--- config.mk ---
export PLATFORM = sky130hd
export DESIGN_NAME = demux_wr_dispatch
export DESIGN_NICKNAME = d
export VERILOG_FILES = /design/src/rtl/demux_wr_dispatch.sv
export SDC_FILE = /design/constraint.sdc
export NUM_CORES = 1
export LEC_CHECK = 0
export CAP_MARGIN = 20
export CORE_UTILIZATION = 50
export CTS_CLUSTER_SIZE = 20
export DETAILED_ROUTE_END_ITERATION = 10
export PLACE_DENSITY_LB_ADDON = 0.25
export SLEW_MARGIN = 20
export SYNTH_ARGS = -nofsm -noshare
export SYNTH_HDL_FRONTEND = slang
export SYNTH_SLANG_ARGS = --single-unit
export TNS_END_PERCENT = 5
--- constraint.sdc ---
create_clock -name clk_i -period 2.5 [get_ports clk_i]
set_input_delay 0.5 -clock clk_i [delete_from_list [all_inputs] [get_ports clk_i]]
set_output_delay 0.5 -clock clk_i [all_outputs]
set_load 0.02 [all_outputs]
--- src/rtl/demux_wr_dispatch.sv ---
// Buffered write dispatcher feeding the demux select/data inputs.
// Queues (sel, data) requests and issues one registered strobe per cycle.
module demux_wr_dispatch #(
    parameter int NUM_ELEM   = 6,
    parameter int ELEM_WIDTH = 8,
    parameter int DEPTH      = 4
) (
    input  logic                         clk_i,
    input  logic                         arst_i,
    input  logic [$clog2(NUM_ELEM)-1:0]  sel_i,
    input  logic [ELEM_WIDTH-1:0]        data_i,
    input  logic                         valid_i,
    output logic                         ready_o,
    input  logic                         stall_i,
    output logic [$clog2(NUM_ELEM)-1:0]  s_o,
    output logic [ELEM_WIDTH-1:0]        d_o,
    output logic [NUM_ELEM-1:0]          we_o,
    output logic [$clog2(DEPTH+1)-1:0]   count_o,
    output logic                         err_o
);

    localparam int SW = $clog2(NUM_ELEM);
    localparam int PW = $clog2(DEPTH);
    localparam int CW = $clog2(DEPTH+1);

    logic [SW-1:0]         sel_mem [DEPTH];
    logic [ELEM_WIDTH-1:0] dat_mem [DEPTH];

    logic [PW-1:0] wr_ptr;
    logic [PW-1:0] rd_ptr;
    logic [CW-1:0] count;

    logic accept;
    logic in_range;
    logic push;
    logic pop;

    // Ready depends only on registered occupancy and the reset pin.
    assign ready_o  = !arst_i && (count < CW'(DEPTH));
    assign in_range = {1'b0, sel_i} < (SW+1)'(NUM_ELEM);
    assign accept   = valid_i && ready_o;
    assign push     = accept && in_range;
    assign pop      = (count != '0) && !stall_i;
    assign count_o  = count;

    always_ff @(posedge clk_i) begin
        if (push) begin
            sel_mem[wr_ptr] <= sel_i;
            dat_mem[wr_ptr] <= data_i;
        end
    end

    always_ff @(posedge clk_i or posedge arst_i) begin
        if (arst_i) begin
            wr_ptr <= '0;
            rd_ptr <= '0;
            count  <= '0;
        end else begin
            if (push) begin
                wr_ptr <= wr_ptr + PW'(1);
            end
            if (pop) begin
                rd_ptr <= rd_ptr + PW'(1);
            end
            unique case ({push, pop})
                2'b10:   count <= count + CW'(1);
                2'b01:   count <= count - CW'(1);
                default: count <= count;
            endcase
        end
    end

    always_ff @(posedge clk_i or posedge arst_i) begin
        if (arst_i) begin
            s_o  <= '0;
            d_o  <= '0;
            we_o <= '0;
        end else if (pop) begin
            s_o  <= sel_mem[rd_ptr];
            d_o  <= dat_mem[rd_ptr];
            we_o <= NUM_ELEM'(1) << sel_mem[rd_ptr];
        end else begin
            we_o <= '0;
        end
    end

    // Out-of-range requests are swallowed but remembered until reset.
    always_ff @(posedge clk_i or posedge arst_i) begin
        if (arst_i) begin
            err_o <= 1'b0;
        end else if (accept && !in_range) begin
            err_o <= 1'b1;
        end
    end

endmodule
Yosys cells after proc, flatten, opt, wreduce, memory -nomap -nowiden
Memories as Yosys holds them, arrays and structs flattened. A register that Yosys moved wholly into a read port is not among the register bits.
Index checks and enable logic that the tools add are counted.
W data, S select, Z words.

operators by class
  add/sub/neg operators = 4
  multiply operators = 0
  divide/modulo/power cells = 0
  magnitude comparators = 2
  equal/unequal tests = 2
  shift operators = 1
  mux-type cells = 4
  bitwise gates (word level) = 0
  reductions and logical operators = 10

operator list
  operator               number
  $lt A3 B3 Y1 const B   2
  $mux W6                1
  $pmux W3 S2            1
  $shl A1 B3 Y6 const A  1
  $logic_and A1 B1 Y1    5
  $add A2 B1 Y2 const B  2
  $add A3 B1 Y3 const B  1
  $logic_not A1 Y1       3
  $reduce_bool A3 Y1     1
  $sub A3 B1 Y3 const B  1
  $eq A2 B1 Y1 const B   1
  $eq A2 B2 Y1 const B   1
  $mux W1                2
  $reduce_bool A2 Y1     1

word-level totals
  bits in registers = 17
  latch bits = 0
  memory bits (writable) = 44
  bits in read-only memories = 0
  logic and storage cells = 31
  memories = 2

memories
  name     words  width  read ports  clocked after Yosys merged registers in  write ports  line  text
  dat_mem  4      8      1           1                                        1            27    logic [ELEM_WIDTH-1:0] dat_mem [DEPTH];
  sel_mem  4      3      1           0                                        1            26    logic [SW-1:0] sel_mem [DEPTH];

Depth between registers and ports, before layout
  word-level depth = 6
  depth in mapped cells = 10
  depth with buffers taken out = 9

Least setup slack after synthesis
No wires, ideal clock.

  path type = flip-flop to flip-flop
  start = register count[2] (netlist: count_o[2])
  end = register count[2] (netlist: count_o[2])
  data arrival time = 2.081 ns
  data required time = 2.367 ns
  setup slack = 0.286 ns
  cell stages (with the launch flop) = 11
  period minus slack after synthesis = 2.214 ns
  cell sequence = dfrtp_1 > nor2_1 > and3_1 > clkbuf_1 > inv_1 > ha_1 > inv_1 > fa_1 > xor2_1 > nor2_1 > xor2_1

between the ends
  longest elaborated chain between the ends = 6
  elaborated cells on any way between the ends = 12
  those cells by class = add/sub: 2; order compare: 1; eq/ne: 2; mux: 1; reduce/logical: 6

RTL lines
  item                                                      line  text
  from (decl)                                               31    logic [CW-1:0] count;
  from (signal assigned)                                    66    2'b10: count <= count + CW'(1);
  from (signal assigned)                                    67    2'b01: count <= count - CW'(1);
  from (signal assigned)                                    68    default: count <= count;
  $lt A3 B3 Y1 *                                            39    assign ready_o = !arst_i && (count < CW'(DEPTH));
  $logic_and A1 B1 Y1 *                                     39
  via ready_o                                               13    output logic ready_o,
  $logic_and A1 B1 Y1 *                                     41    assign accept = valid_i && ready_o;
  $logic_and A1 B1 Y1 *                                     42    assign push = accept && in_range;
  $eq A2 B1 Y1 / $eq A2 B2 Y1 (equally long branches)       65    unique case ({push, pop})
  $pmux W3 S2 / $reduce_bool A2 Y1 (equally long branches)  n/a

Mark *: on every way through the listed nets, which the timed path passes. The rest lies on a longest branch.
A chain may end at the register's enable or synchronous reset.

Worst setup path in the final report
  start = input arst_i
  end = output ready_o

between the ends
  longest elaborated chain between the ends = 2

RTL lines
  item                               line  text
  from (decl)                        9     input logic arst_i,
  $logic_not A1 Y1 (no source line)  n/a
  $logic_and A1 B1 Y1                39
  to (decl)                          13

No other way between the ends.

==> impl_metrics.json <==
{
  "fin_crit_ps": 2230,
  "ys_seq_area_frac": 0.733,
  "power_density_mw_per_mm2": 1130,
  "fp.coreArea_sq_mm": 0.00511,
  "hold_class": "reg2reg",
  "final_max_slew_viol_count": 0,
  "die_x_um": 74.9,
  "vias": 1387,
  "maxSlewHeadroom": 0.630,
  "grt_antenna_before_repair": 0,
  "ys_ff_latch": 69,
  "rows": 26,
  "startpoint_type": "primary input",
  "setup_viol": 0,
  "worstHoldPathCells": 1,
  "hold_ws_ps": 479,
  "hold_path.startpoint": "err_o$_DFFE_PP0P_",
  "first_pass_iters": 4,
  "crit_fanout": 3,
  "routabilityCongestion": 0.785,
  "dp_slack_ps": 107,
  "detail-route-antenna-nets": 0,
  "place_inst": 254,
  "worst_hold_path.endpoint": "err_o$_DFFE_PP0P_",
  "cts-buffers-inserted": 9,
  "routed_wl_um": 4240,
  "cts.clk_slew.worst_paths_ps": 70,
  "crit_arrival_ps": 1730,
  "hold_viol": 0,
  "vias_per_cell": 5.14,
  "status": "complete, no violations",
  "grt_pass1_vias": 1426,
  "globalRouteOverflowTotal": 0,
  "max_freq_mhz": 449,
  "instances_no_fill": 270,
  "syn_avg_cell_area_sq_um": 18.7,
  "synthesis.area_sq_mm": 0.00266,
  "root_buffer": "clkbuf_8",
  "clock_path_buffers": 2,
  "io_pins": 37,
  "synth.most_common_cell": "edfxtp_1",
  "tritoncts": "done",
  "synth_edf_count": 44,
  "synth_top_area_share": 0.497,
  "ctsHoldBuffers": 0,
  "reg2reg_setup_slack_ps": 620,
  "syn2layout_area_growth_pct": 27.4,
  "cts.repair.resized": 0,
  "synth_area_leaders": "edfxtp_1, dfrtp_1, mux4_2",
  "yosys_most_used_dff": "edfxtp_1",
  "cts.sinks": 69,
  "ys_types": 26,
  "ff_latch_area_sq_mm": 0.00195,
  "fin_tns_setup_ps": 0,
  "portBuffers": 36,
  "tightest_slew_ps": 555,
  "initial_core_util": 0.520,
  "reg2reg_depth": 8,
  "fin_crit_sh": 0.892,
  "grt_setup_unrepaired": "no",
  "synthArstFlopShare": 0.362,
  "die_y_um": 74.9,
  "post-route-drc-count": 0,
  "drt_iter0_markers": 58,
  "worstSetupPathType": "in2out",
  "cts_setup_buffers": 0,
  "leakagePower_nw": 1.29,
  "end_kind": "output port",
  "reg2reg_from": "count_o[0]$_DFFE_PP0P_",
  "grt_use_total": 0.178,
  "grt_start_max_net_pins": 17,
  "reg2reg_to": "count_o[2]$_DFFE_PP0P_",
  "h-tree-depth": 3,
  "yosysWarnings": 0,
  "multi_input_area_sq_um": 659,
  "wire_per_inst_um": 15.7,
  "setup_slack_ps": 271,
  "syn_inst": 142,
  "nNetsFinal": 216,
  "yosys-top-cells-count": "edfxtp_1, dfrtp_1, mux2_2",
  "layout-drive-gt1-share": 0.235,
  "ir_drop_v": 0.000696,
  "hpwl_um": 2960,
  "cap_violations": 0,
  "synth.net_count": 163,
  "grt_pass1_wl_um": 6710,
  "worstPathRequired_ps": 2000,
  "skew_ps": 5.56,
  "die-area_sq_mm": 0.00561,
  "synth_top_area_cell": "edfxtp_1",
  "insertedDiodeCount": 0,
  "insertion_delay_ps": 330,
  "fillers": 369
}
[kinds of logic (layout without fill, tap and decap cells)]
group / after synthesis / count (layout) / share of synthesized area
fa+ha+maj: 6 / 6 / 0.0311
simple gates: 24 / 24 / 0.0466
xor+xnor: 6 / 6 / 0.0198
mux: 23 / 23 / 0.145
flops: 69 / 69 / 0.733
buf+inv: 12 / 70 / 0.0193
compound gates: 2 / 2 / 0.00565
[cell usage in the layout (no fill, tap or decap), drive strengths merged, types with 4 or more instances in the layout]
| cell | count |
|---|---|
| mux4 | 11 |
| buf | 10 |
| and2 | 4 |
| mux2 | 11 |
| clkbuf | 12 |
| ha | 5 |
| nor2 | 9 |
| dfrtp | 25 |
| edfxtp | 44 |
| clkdlybuf4s50 | 36 |
| inv | 8 |
[sequential cells by signal, summed over array words and instances, names as in the netlist]
| name | cells |
|---|---|
| dat_mem | 32 |
| sel_mem | 12 |
| d_o | 8 |
| we_o | 6 |
| count_o | 3 |
| s_o | 3 |
| rd_ptr | 2 |
| wr_ptr | 2 |
| err_o | 1 |
[worst max-delay path: stages]
cell             delay (ps)
clkdlybuf4s50_1         420
nor2_1                  160
clkdlybuf4s50_1         650
[area by class of cell]
type	instances	share of cell area
flip-flops and latches	69	0.575
multi-input cells	61	0.195
repair buffers	46	0.129
clock buffers	12	0.0458
well taps	70	0.0259
clock inverters	4	0.0207
inverters	8	0.00887
[where the power goes]
group	internal, W	total, W	switching [W]	leakage, nW
sequential	0.00144	0.00162	0.000179	0.701
clock	0.000613	0.00100	0.000390	0.116
combinational	0.000668	0.00121	0.000544	0.474
total	0.00272	0.00384	0.00111	1.29
[metrics by stage]
stage,area (sq um),utilization,total power (W)
finish,3380,0.663,0.00384
global route,3380,0.663,0.00404
CTS,3380,0.663,0.00388
detailed placement,3160,0.619,0.00288
global placement,3160,0.619,0.00283
floorplan,2660,-,0.00239
[per-layer routing]
layer	share of wire	track usage	up-vias
met2	0.55	0.299	26
met1	0.41	0.200	718
met5	0	0	-
met3	0.031	0.0509	7
met4	0.013	0.111	0
li1	-	-	636
[worst max-delay path by stage]
| stage | start | end | slack [ps] | cells past startpoint |
|---|---|---|---|---|
| 6_report | arst_i | ready_o | 270 | 3 |
| 5_1_grt | arst_i | ready_o | 220 | 3 |
| 4_1_cts | arst_i | ready_o | 260 | 3 |
| 3_5_place_dp | arst_i | count_o[2]$_DFFE_PP0P_ | 110 | 10 |
| 3_3_place_gp | arst_i | count_o[2]$_DFFE_PP0P_ | 170 | 10 |
| 2_1_floorplan | count_o[2]$_DFFE_PP0P_ | count_o[2]$_DFFE_PP0P_ | 290 | 10 |
No activity file was read; power rests on OpenSTA's default activity.
